## config.mk

```make
export PLATFORM = sky130hd
export DESIGN_NAME = key_conditioner
export DESIGN_NICKNAME = d
export VERILOG_FILES = /design/src/rtl/key_conditioner.sv
export SDC_FILE = /design/constraint.sdc
export NUM_CORES = 1
export LEC_CHECK = 0
export CAP_MARGIN = 20
export CORE_MARGIN = 5
export CORE_UTILIZATION = 50
export DETAILED_ROUTE_END_ITERATION = 6
export PLACE_DENSITY = 0.72
export SLEW_MARGIN = 30
export SYNTH_ARGS = -nofsm -noshare
export SYNTH_HDL_FRONTEND = slang
export SYNTH_SLANG_ARGS = --single-unit
```

## constraint.sdc

```tcl
create_clock -name i_clk -period 7.7 [get_ports i_clk]
set_clock_uncertainty 0.05 [all_clocks]
set_input_delay 1.54 -clock i_clk [delete_from_list [all_inputs] [get_ports i_clk]]
set_output_delay 1.54 -clock i_clk [all_outputs]
set_load 0.05 [all_outputs]
```

## src/rtl/key_conditioner.sv

```systemverilog
// Push-button conditioner: per-key 2-flop synchroniser, debouncer and press/release pulses.
// Optional auto-repeat on masked keys is built when KEY_CONDITIONER_REPEAT_EN is defined.
module key_conditioner #(
   parameter int unsigned          N_KEYS          = 4,
   parameter int unsigned          DEBOUNCE_CYCLES = 1000000,
   parameter int unsigned          REPEAT_DELAY    = 25000000,
   parameter int unsigned          REPEAT_PERIOD   = 5000000,
   parameter logic [N_KEYS-1:0]    REPEAT_MASK     = 4'b1000
) (
   input  logic              i_clk,
   input  logic              i_reset,
   input  logic [N_KEYS-1:0] i_key_n,
   output logic [N_KEYS-1:0] o_level,
   output logic [N_KEYS-1:0] o_press,
   output logic [N_KEYS-1:0] o_release
);

   localparam int unsigned      CNT_W   = $clog2(DEBOUNCE_CYCLES);
   localparam logic [CNT_W-1:0] CNT_MAX = CNT_W'(DEBOUNCE_CYCLES - 1);

`ifdef KEY_CONDITIONER_REPEAT_EN
   localparam int unsigned RPT_MAX = (REPEAT_DELAY > REPEAT_PERIOD) ? REPEAT_DELAY : REPEAT_PERIOD;
   localparam int unsigned RPT_W   = $clog2(RPT_MAX + 1);
`else
   logic w_unused_cfg;
   assign w_unused_cfg = (REPEAT_DELAY != 0) ^ (REPEAT_PERIOD != 0) ^ (|REPEAT_MASK);
`endif

   for (genvar gi = 0; gi < N_KEYS; gi++) begin : g_key
      logic [1:0]       r_sync;
      logic [CNT_W-1:0] r_cnt;
      logic             r_level;
      logic             r_press;
      logic             r_release;
      logic             w_s;
      logic             w_diff;
      logic             w_accept;
      logic             w_rise;
      logic             w_fall;
      logic             w_rpt;

      // Synchroniser holds the raw active-low value, so reset to 1 means released.
      assign w_s      = ~r_sync[1];
      assign w_diff   = w_s ^ r_level;
      assign w_accept = w_diff && (r_cnt == CNT_MAX);
      assign w_rise   = w_accept & ~r_level;
      assign w_fall   = w_accept & r_level;

      always_ff @(posedge i_clk or posedge i_reset) begin
         if (i_reset) begin
            r_sync    <= 2'b11;
            r_cnt     <= '0;
            r_level   <= 1'b0;
            r_press   <= 1'b0;
            r_release <= 1'b0;
         end else begin
            r_sync <= {r_sync[0], i_key_n[gi]};
            if (!w_diff || w_accept) begin
               r_cnt <= '0;
            end else begin
               r_cnt <= r_cnt + 1'b1;
            end
            if (w_accept) begin
               r_level <= ~r_level;
            end
            r_press   <= w_rise | w_rpt;
            r_release <= w_fall;
         end
      end

`ifdef KEY_CONDITIONER_REPEAT_EN
      if (REPEAT_MASK[gi]) begin : g_rpt
         logic [RPT_W-1:0] r_rcnt;
         logic             r_rptd;
         logic [RPT_W-1:0] w_target;

         // First repeat waits REPEAT_DELAY; later ones REPEAT_PERIOD. Counter restarts on each pulse.
         assign w_target = r_rptd ? RPT_W'(REPEAT_PERIOD - 1) : RPT_W'(REPEAT_DELAY - 1);
         assign w_rpt    = r_level & ~w_fall & (r_rcnt == w_target);

         always_ff @(posedge i_clk or posedge i_reset) begin
            if (i_reset) begin
               r_rcnt <= '0;
               r_rptd <= 1'b0;
            end else if (!r_level || w_fall) begin
               r_rcnt <= '0;
               r_rptd <= 1'b0;
            end else begin
               if (r_press) begin
                  r_rcnt <= RPT_W'(1);
               end else begin
                  r_rcnt <= r_rcnt + 1'b1;
               end
               if (w_rpt) begin
                  r_rptd <= 1'b1;
               end
            end
         end
      end else begin : g_norpt
         assign w_rpt = 1'b0;
      end
`else
      assign w_rpt = 1'b0;
`endif

      assign o_level[gi]   = r_level;
      assign o_press[gi]   = r_press;
      assign o_release[gi] = r_release;
   end

endmodule

```

==> qor.txt <==
Starting Density - 51.5%
Worst path slowest cell - clkdlybuf4s50_1
Clock Sinks - 100
post-synthesis sequential area ratio - 52.6%
vias - 3385
P per Cell Area - 168 nW/um2
Data arrival, critical path - 1.63 ns
Max H-tree Level - 3
fin crit period - 3.22 ns
YS warnings - 0
post-CTS sizing - 0
Die Width - 108 um
CTS Buf Count - 9
max-slew violations - 0
gr usage total - 15.5%
status - finished clean
DRT Pass-1 Iters - 4
gr ovfl total - 0
WL/cell - 13.1 um
RSZ-0062 raised after global routing - no
leading cell type in the layout, fill and taps excluded - dfrtp_1
CP endpoint kind - output pin
leak pwr - 2.02 nW
largest net degree at the start of global routing - 63
# Max-Cap Violations - 0
Setup Total Neg Slack - 0 ns
most frequent cells in the layout - 92 x dfrtp_1, 65 x nor2_1, 41 x xnor2_1
num rows - 35
initial drt markers - 130
Synth Instances - 475
Net Count, Synth - 485
later-pin clock latency in the skew report - 0.36 ns
vias in the first global route - 3266
min-delay worst type - flop to flop
Layout area overhead - 8.79%
hpwl dp - 5590 um
DRC viols - 0
die outline height - 108 um
Worst Path Buf+Inv - 1
hold slack - 0.305 ns
worst setup path class - flop to output pin
Synth cell types - 41
VDD IR-drop max - 133 uV
syn avg cell area - 10.1 um2
worst slew pin tran - 0.753 ns
CTS max path bufs - 2
count of final setup violators - 0
Antenna diodes - 0
final hold violation count - 0
io pins - 18
layout cells sized above 1 - 8.54%
hold buffers post-CTS - 0
gpl congestion - 0.824
clock root buffer - clkbuf_8
Core Area - 9280 um2
post-CTS setup buffer count - 0
Yosys reg bits - 100
Critical Path RT - 6.11 ns
crit-path max FO - 5
synthesized area - 4780 um2
slew margin rel. - 49.8%
total routed wirelength - 8150 um
Critical Path Source Type - flop
Clock Pin Slew Worst Setup and Hold Paths - 0.09 ns
Max Clock Freq - 310 MHz
Multi-input gate area - 2070 um2
Final #Nets - 497
initial antenna violation count - 0
cell chain of the critical path - clkdlybuf4s50_1
first-pass GRT wire length - 14800 um
# fillers - 851
CTS tree - built
drt via density - 5.45
Die ar. - 11600 um2
crit-path leading delay family - buffers and inverters
PortBufs - 17
post-route clock period utilization - 41.9%
register area - 2510 um2
CP max stage delay - 0.83 ns
Final ANT Viol Nets - 0
[synth_stat cells (all sizes together)]
| library cell | instances | area, um2 |
|---|---|---|
| and3 | 9 | 56.3 |
| ha | 4 | 50.1 |
| mux2i | 4 | 40.0 |
| xor2 | 15 | 131 |
| nor2 | 65 | 244 |
| inv | 17 | 63.8 |
| o31ai | 11 | 103 |
| nand4 | 20 | 131 |
| or4 | 11 | 82.6 |
| nand2 | 30 | 113 |
| nor3b | 2 | 15.0 |
| a21oi | 20 | 104 |
| nor4 | 18 | 113 |
| nand3b | 1 | 7.51 |
| xnor2 | 41 | 359 |
| and2 | 4 | 25.0 |
| and3b | 1 | 8.76 |
| and4 | 3 | 26.3 |
| nand4b | 1 | 8.76 |
| o41ai | 1 | 8.76 |
| nand3 | 27 | 148 |
| o21ai | 11 | 55.1 |
| dfrtp | 92 | 2300 |
| or2 | 3 | 18.8 |
| nor3 | 15 | 75.1 |
| buf | 15 | 108 |
| nor4b | 3 | 26.3 |
| dfstp | 8 | 210 |
| or4b | 2 | 23.8 |
| or3 | 13 | 82.6 |
| clkbuf | 6 | 22.5 |
| nor4bb | 1 | 10.0 |
| a31o | 1 | 8.76 |
[flip-flops by register name (all words and copies together), names as in the netlist]
name	flops
g_key.r_cnt	80
g_key.r_sync	8
g_key.r_level	4
g_key.r_press	4
g_key.r_release	4
[area by class of cell]
| cell class | instances | share of cell area [%] |
|---|---|---|
| clock buffer | 12 | 2.98 |
| clock inverter | 4 | 0.457 |
| tap | 129 | 3.10 |
| inverter | 17 | 1.27 |
| sequential | 100 | 48.3 |
| timing repair buffer | 22 | 3.99 |
| multi-input combinational | 337 | 39.9 |
[through the flow]
step	power, W	setup slack (ns)	instances	cell area (um2)	util [%]
4_1_cts	0.000887	4.45	621	5200	56.0
5_1_grt	0.000915	4.41	621	5200	56.0
6_report	0.000873	4.48	621	5200	56.0
3_5_place_dp	0.000584	4.52	605	5020	54.1
3_3_place_gp	0.000583	4.53	605	5020	54.1
2_1_floorplan	0.000571	3.50	475	4780	-
[metal layers]
layer	GRT usage, %	vias up	routed length (um)
li1	-	1686	-
met1	20.4	1648	3950
met2	25.3	42	3880
met3	3.60	9	228
met4	4.96	0	99
met5	0	-	0
[final timing paths]
path	from	end	slack, ns	cells after the start
max	g_key[1].r_level	o_level[1]	4.48	1
min	g_key[2].r_sync[0]	g_key[2].r_sync[1]	0.30	0
max reg2reg	g_key[3].r_cnt[0]	g_key[3].r_cnt[18]	5.52	5
min reg2reg	g_key[2].r_sync[0]	g_key[2].r_sync[1]	0.30	0
max in group asynchronous	i_reset	g_key[2].r_cnt[9]	4.97	3
min in group asynchronous	i_reset	g_key[1].r_cnt[18]	1.49	2
[report_power, final]
group | switching [W] | internal [W]
combinational | 0.0000213 | 0.0000102
sequential | 0.00000755 | 0.000534
clock | 0.000166 | 0.000134
[cells by family after synthesis]
kind of cell / after synthesis / share of synthesized area [%]
simple gates: 229 / 25.4
flops: 100 / 52.6
xor+xnor: 56 / 10.3
compound gates: 44 / 5.84
buf+inv: 38 / 4.06
mux: 4 / 0.838
fa+ha+maj: 4 / 1.05
Power figures use the tool's default switching activity.
